$ cat src/rtl/pc_unit_pkg.sv
// Shared definitions for the program-counter stage. The control unit uses the
// same pc_op encodings.
package pc_unit_pkg;

  typedef enum logic [1:0] {
    PC_CLR  = 2'b00,
    PC_BR   = 2'b01,
    PC_INC  = 2'b10,
    PC_HOLD = 2'b11
  } pc_op_e;

  localparam int PC_W_DEF      = 8;
  localparam int RESET_VEC_DEF = 0;

endpackage

$ cat src/rtl/pc_ras.sv
// Return-address stack: a circular LIFO. When it is full, a push overwrites
// the oldest entry. The flags are sticky and registered.
module pc_ras
  import pc_unit_pkg::*;
#(
  parameter int W     = PC_W_DEF,
  parameter int DEPTH = 4
) (
  input  logic         clk,
  input  logic         reset,
  input  logic         clear,
  input  logic         push,
  input  logic         pop,
  input  logic [W-1:0] din,
  output logic [W-1:0] top,
  output logic         full,
  output logic         empty,
  output logic         ovf,
  output logic         unf
);

  localparam int PTR_W = $clog2(DEPTH);
  localparam int CNT_W = PTR_W + 1;
  localparam logic [PTR_W-1:0] PTR_ONE = PTR_W'(1);
  localparam logic [CNT_W-1:0] CNT_ONE = CNT_W'(1);
  localparam logic [CNT_W-1:0] CNT_MAX = CNT_W'(DEPTH);

  logic [W-1:0]     mem [DEPTH];
  logic [PTR_W-1:0] tp, tp_nxt, wr_idx;
  logic [CNT_W-1:0] cnt, cnt_nxt;
  logic             wr_en, ovf_nxt, unf_nxt;

  assign top = mem[tp];

  always_comb begin
    cnt_nxt = cnt;
    tp_nxt  = tp;
    wr_en   = 1'b0;
    wr_idx  = tp + PTR_ONE;
    ovf_nxt = ovf;
    unf_nxt = unf;
    if (clear) begin
      cnt_nxt = '0;
      ovf_nxt = 1'b0;
      unf_nxt = 1'b0;
    end else if (push && pop && (cnt != '0)) begin
      // A call and a return in the same cycle replace the top in place.
      wr_en  = 1'b1;
      wr_idx = tp;
    end else begin
      if (pop) begin
        if (cnt == '0) begin
          unf_nxt = 1'b1;
        end else begin
          cnt_nxt = cnt - CNT_ONE;
          tp_nxt  = tp - PTR_ONE;
        end
      end
      if (push) begin
        wr_en  = 1'b1;
        tp_nxt = tp + PTR_ONE;
        if (cnt == CNT_MAX) ovf_nxt = 1'b1;
        else                cnt_nxt = cnt + CNT_ONE;
      end
    end
  end

  always_ff @(posedge clk or negedge reset) begin
    if (!reset) begin
      tp    <= '0;
      cnt   <= '0;
      full  <= 1'b0;
      empty <= 1'b1;
      ovf   <= 1'b0;
      unf   <= 1'b0;
      for (int i = 0; i < DEPTH; i++) mem[i] <= '0;
    end else begin
      tp    <= tp_nxt;
      cnt   <= cnt_nxt;
      full  <= (cnt_nxt == CNT_MAX);
      empty <= (cnt_nxt == '0);
      ovf   <= ovf_nxt;
      unf   <= unf_nxt;
      if (wr_en) mem[wr_idx] <= din;
    end
  end

endmodule

$ cat src/rtl/pc_unit.sv
// Program-counter stage: the PC register, the branch target mux, and the
// return-address stack for call and return.
module pc_unit
  import pc_unit_pkg::*;
#(
  parameter int          PC_W      = PC_W_DEF,
  parameter int          IMM_W     = 8,
  parameter int          RAS_DEPTH = 4,
  parameter logic [PC_W-1:0] RESET_VEC = PC_W'(RESET_VEC_DEF)
) (
  input  logic              clk,
  input  logic              reset,
  input  logic [1:0]        pc_op,
  input  logic              flag,
  input  logic [IMM_W-1:0]  imm,
  input  logic [PC_W-1:0]   reg_target,
  input  logic              push_en,
  input  logic              pop_en,
  output logic [PC_W-1:0]   pc,
  output logic              ras_empty,
  output logic              ras_full,
  output logic              ras_ovf,
  output logic              ras_unf
);

  logic [PC_W-1:0] pc_inc, imm_ext, ras_top, br_target;
  logic            is_br, is_clr;

  assign is_br   = (pc_op == PC_BR);
  assign is_clr  = (pc_op == PC_CLR);
  assign pc_inc  = pc + PC_W'(1);
  assign imm_ext = PC_W'($signed(imm));

  // Branch base is the branch instruction's own PC.
  assign br_target = flag ? reg_target : pc + imm_ext;

  pc_ras #(.W(PC_W), .DEPTH(RAS_DEPTH)) u_ras (
    .clk   (clk),
    .reset (reset),
    .clear (is_clr),
    .push  (is_br && push_en),
    .pop   (is_br && pop_en),
    .din   (pc_inc),
    .top   (ras_top),
    .full  (ras_full),
    .empty (ras_empty),
    .ovf   (ras_ovf),
    .unf   (ras_unf)
  );

  always_ff @(posedge clk or negedge reset) begin
    if (!reset) begin
      pc <= RESET_VEC;
    end else begin
      case (pc_op_e'(pc_op))
        PC_CLR:  pc <= RESET_VEC;
        PC_INC:  pc <= pc_inc;
        PC_HOLD: pc <= pc;
        PC_BR: begin
          if (pop_en) begin
            if (!ras_empty) pc <= ras_top;
          end else begin
            pc <= br_target;
          end
        end
        default: pc <= pc;
      endcase
    end
  end

endmodule

$ cat config.mk
export PLATFORM = sky130hd
export DESIGN_NAME = pc_unit
export DESIGN_NICKNAME = d
export VERILOG_FILES = /design/src/rtl/pc_unit_pkg.sv /design/src/rtl/pc_ras.sv /design/src/rtl/pc_unit.sv
export SDC_FILE = /design/constraint.sdc
export NUM_CORES = 1
export LEC_CHECK = 0
export ABC_AREA = 1
export CORE_AREA = 2 2 82 84
export DETAILED_ROUTE_END_ITERATION = 16
export DIE_AREA = 0 0 84 86
export PLACE_DENSITY_LB_ADDON = 0.3
export REMOVE_ABC_BUFFERS = 1
export SETUP_SLACK_MARGIN = 0.4
export SLEW_MARGIN = 20
export SYNTH_ARGS = -nofsm -noshare
export SYNTH_HDL_FRONTEND = slang
export SYNTH_SLANG_ARGS = --single-unit
$ cat constraint.sdc
create_clock -name clk -period 1.9 [get_ports clk]
set_input_delay 0.475 -clock clk [delete_from_list [all_inputs] [get_ports clk]]
set_output_delay 0.475 -clock clk [all_outputs]
set_load 0.02 [all_outputs]
### Yosys cells after proc, flatten, opt, wreduce, memory -nomap -nowiden

Cells that the tools add are included.

* add/subtract/negate cells: 6
* order comparisons: 3
* multipliers: 0
* reductions and logical operators: 18
* shifts and indexed selects: 0
* bitwise logic cells: 5
* muxes and demuxes: 32
* divide/modulo/power cells: 0
* equal/unequal tests: 8

Operator list (count)
* 8-bit two-way mux: 6
* 32-bit bitwise mux: 1
* 8-bit one-hot mux with 3 select lines: 1
* 3-bit two-way mux: 6
* 8-bit binary-select mux with 2-bit select: 1
* 8-bit demux with 2-bit select: 1
* 1-bit two-way mux: 11
* 2-bit two-way mux: 5
* 2-bit nonzero test: 5
* 8-bit by 1-bit adder with 8-bit output, second input constant: 1
* 8-bit adder: 1
* 3-bit == test, second input constant: 2
* 3-bit >= comparator, second input constant: 2
* 3-bit zero test: 2
* 2-bit inverter with 3-bit output: 2
* 3-bit AND reduction: 2
* 1-bit logical AND: 5
* 2-bit == test, second input constant: 2
* 4-bit AND reduction: 1
* 3-bit by 1-bit adder with 3-bit output, second input constant: 1
* 3-bit by 1-bit less-than comparator with 1-bit output, second input constant: 1
* 3-bit != test, second input constant: 1
* 1-bit inverter: 3
* 3-bit nonzero test: 1
* other kinds (8): 8

* memories: 0
* bits in registers: 49
* memory bits (read-only): 0
* memory bits (writable): 0
* logic and storage cells: 83
* output and inout bits: 12
* bits in latches: 0

### Logic depth before layout (Yosys ltp)

* depth after elaboration: 12
* depth in mapped cells: 14

### Modules after synthesis

A second synthesis with hierarchy kept.

* cell total of the unflattened synthesis: 451
* area total of the unflattened synthesis: 3331.9 um2

By module, submodules not included
* pc_ras: times used 1, cells an instance 276, area an instance 2239.6 um2
* pc_unit: times used 1, cells an instance 175, area an instance 1092.3 um2

### Least setup slack after synthesis

Ideal clock, no wire load.

* path type: register to register
* from: register pc[0]
* to: register pc[4]
* setup slack: 0.011 ns
* data arrival time: 1.772 ns
* period minus slack after synthesis: 1.889 ns
* cell stages (with the launch flop): 12
* path through: dfrtp_1 -> ha_1 -> fa_1 -> nand2_1 -> nand2_1 -> nand2_1 -> xor2_1 -> o21ai_0 -> nand2_1 -> nand2_1 -> nand2_1 -> nand2_1

* word-level cells in the longest chain between the ends: 4
* elaborated cells between the ends (all ways): 5
* those cells by class: add/sub: 2; mux: 3

RTL lines
* from (decl): line pc_unit.sv:19 `output logic [PC_W-1:0] pc,`
* from (signal assigned): line pc_unit.sv:57 `PC_INC: pc <= pc_inc;`
* from (signal assigned): line pc_unit.sv:58 `PC_HOLD: pc <= pc;`
* from (signal assigned): line pc_unit.sv:61 `if (!ras_empty) pc <= ras_top;`
* 8-bit adder: line pc_unit.sv:35 `assign br_target = flag ? reg_target : pc + imm_ext;`
* 8-bit two-way mux: line pc_unit.sv:35
* 8-bit two-way mux: line pc_unit.sv:60 `if (pop_en) begin`
* 8-bit one-hot mux with 3 select lines *: line pc_unit.sv:55 `case (pc_op_e'(pc_op))`

Every way passes the cells marked *; elsewhere a longest branch is shown, timed or not.
A chain may end at the register's enable or synchronous reset.

### Worst setup path in the final report

* from: register pc[0]
* to: register pc[6]

The elaborated chain is that of the path after synthesis.

==> run metrics <==
die span in x 84 um; die area 7220 um2; CTS root buffer clkbuf_8; Vias 3502; GR Util met2 51.1%; Worst Max-Slew Pin Slew 0.499 ns; Primary FF master, synth dfrtp_1; Critical Path RT 2.11 ns; GPL Wtd Cong 0.881; row count 29; fin worst setup slack -0.0739 ns; Leak Pwr 2.33 nW; fillers 343; Setup violations, final 6; Clock transition at path regs 0.12 ns; placed wire-length estimate 6.08 mm; drt wl/cell 20.1 um; Port-buffer cells 34; min Tclk post-route 1.97 ns; Worst Hold Slack 0.0936 ns; Async S/R FF share, synth 100%; post-route antenna net violation count 0; outcome complete, but fails checks; Critical Path End Type register; mapped cell area 3150 um2; Placed Area 3830 um2; slew margin rel. 66.8%; CP max stage delay 0.43 ns; period utilisation layout 104%; worst vdd ir 741 uV; Mean Syn Cell Area 7.83 um2; largest net degree at the start of global routing 21; Crit path top cell by count nand2_1; Die Span Y 86 um; met1 usage 34.0%; total CTS buffers 5; clock latency on the worst-skew pair 0.33 ns; CTS Sinks 49; GRT busiest layer met2; Total Routing Usage GR 28.2%; post-DR vias/cell 5.97; unrepaired setup endpoints after global routing yes; CP startpoint kind register; crit path cell chain ha_4 -> fa_2 -> nand2_2 -> nand2_2 -> nand3b_1 -> nand3b_1 -> nand3_1 -> nand2_1 -> nand2_1 -> nand2_1 -> nand2_2 -> nand2_1; synth unique cells 42; slowest stage cell, crit path dfrtp_1; Synth Register Bits 49; Residual DRC 0; initial antenna violation count 0; final wirelength 11.8 mm; share of post-route cells with drive strength above 1 48.0%; hold buffer count at CTS 0; HP Class in -> async; setup TNS -0.208 ns; final net count 548; pwr dens 1070 nW/um2; Final Max Tran Viols 0; Post-Syn Instances 403; first-pass GRT wire length 16.2 mm; TritonCTS clock tree yes; vias in the first global route 3342; crit path DAT 2.18 ns; GRT overflow 0; cell taking the most area after synthesis dfrtp_1; worst-path fanout max 2; initial core utilization 50.2%; fin util 79.3%; Synth Warn # 0; core area 6280 um2; CTS H-tree lvls 2; critical path class reg -> reg; Iter 0 DRT Violations 360; sequential fraction of the synthesis area 38.9%; max-cap viol count 0; DR pass1 iterations 5; GRT met3 Usage 3.66%; I/O pin count 35; failing checks setup timing; Setup Skew 0.0182 ns; synth top area cells dfrtp_1 (38%), nand2_1 (14%), ha_1 (6.0%); Area Overhead vs Synth 57.7%; Post-synth EDFFs 0; cell area after layout 4970 um2; final hold violations 0; fmax 0.507 GHz; deepest clock path buffer count 2; top cell type's share of synthesized area 38.1%; antenna cells 0; Pwr Total 0.00531 W
## flip-flops by register name, summed over array words and instances, names as in the netlist
name,flops
u_ras.ovf,1
u_ras.empty,1
u_ras.tp,2
pc,8
u_ras.mem,32
u_ras.full,1
u_ras.cnt,3
u_ras.unf,1
## cell families after synthesis
group | after synthesis | share of synthesized area, %
AND/OR/NAND/NOR | 188 | 25.8
AO/OA/AOI/OAI | 82 | 16.1
buffers and inverters | 53 | 7.38
flip-flops | 49 | 38.9
adder cells (fa/ha/maj) | 16 | 6.58
XOR/XNOR | 15 | 5.24
## cells in the mapped netlist (3+ instances only)
| cell type | count |
|---|---|
| dfrtp_1 | 48 |
| a31oi_1 | 5 |
| ha_1 | 15 |
| buf_6 | 4 |
| inv_1 | 38 |
| xor2_1 | 10 |
| nand2_2 | 5 |
| nor2_1 | 34 |
| o21ai_1 | 7 |
| inv_2 | 3 |
| o21ai_2 | 17 |
| a21oi_1 | 19 |
| clkbuf_1 | 5 |
| nand3b_1 | 4 |
| nand2_1 | 118 |
| nand3_1 | 12 |
| o21ai_0 | 25 |
| or2_2 | 5 |
## stage by stage
step	worst slack [ns]	instances
final	-0.0739	587
after global routing	-0.152	587
after CTS	0.0996	572
after detailed placement	-0.482	541
after global placement	-0.411	541
after floorplan	-0.0461	393
## per-layer routing
layer	part of all wire (%)	wire length [um]
met3	7.0	824
met5	0	0
met4	5.0	594
met2	52	6090
met1	36	4300
## power breakdown
part           internal [W]  switching, W
sequential          0.00137      0.000349
combinational       0.00128       0.00160
clock              0.000277      0.000428
total               0.00293       0.00238
## cell type report
type                            instances  area, um2  area share (%)
Timing Repair Buffer                  108       1030            20.7
Tap cell                               77       96.3            1.94
Multi-Input combinational cell        302       2330            46.8
Clock buffer                            5       68.8            1.38
Sequential cell                        49       1240            24.8
Inverter                               43        186            3.75
Clock inverter                          3       28.8           0.578
## worst max-delay path, delay by kind of cell (launching register included)
family | cells | cell delay, ns
adders and majority gates | 2 | 0.54
DFF | 1 | 0.43
and+or+nand+nor | 10 | 0.89
## worst paths after layout
kind	slack, ns	to	depth (start not counted)	startpoint
max in group asynchronous	1.15	pc[4]$_DFFE_PN0P_	2	reset
setup / recovery	-0.07	pc[6]$_DFFE_PN0P_	12	pc[0]$_DFFE_PN0P_
min in group clk	0.51	u_ras.mem[21]$_DFFE_PN0P_	2	u_ras.mem[21]$_DFFE_PN0P_
hold reg to reg	0.51	u_ras.mem[21]$_DFFE_PN0P_	2	u_ras.mem[21]$_DFFE_PN0P_
hold / removal	0.09	u_ras.mem[16]$_DFFE_PN0P_	1	reset
setup reg to reg	-0.07	pc[6]$_DFFE_PN0P_	12	pc[0]$_DFFE_PN0P_
## cell usage in the layout, fill, tap and decap left out, types with 3 or more instances in the layout
cell type,n
or2_2,4
inv_2,11
a21oi_2,6
clkinv_4,3
a21oi_1,14
clkbuf_8,5
buf_16,3
buf_12,3
buf_2,4
o21ai_0,13
ha_4,9
nand3_4,4
dlygate4sd2_1,6
a31oi_1,4
nand3b_1,4
xor2_2,4
ha_1,5
o21ai_1,10
dlymetal6s2s_1,3
nand2_4,28
nor2_2,3
o21ai_2,26
buf_6,23
buf_4,49
nand2_1,74
clkdlybuf4s50_1,10
xor2_1,6
nor2_4,7
clkbuf_2,4
nand3_1,11
inv_1,28
nor2_1,26
dfrtp_2,7
nand2_2,21
dfrtp_1,41
## repair_timing
| item | in CTS | in global routing |
|---|---|---|
| pin swaps | 30 | 35 |
| buffers inserted | 19 | 15 |
| gates resized for setup | 164 | 96 |
| setup endpoints to repair | 61 | 55 |
| cloned | 4 | 0 |
No activity file was read; power rests on OpenSTA's default activity.
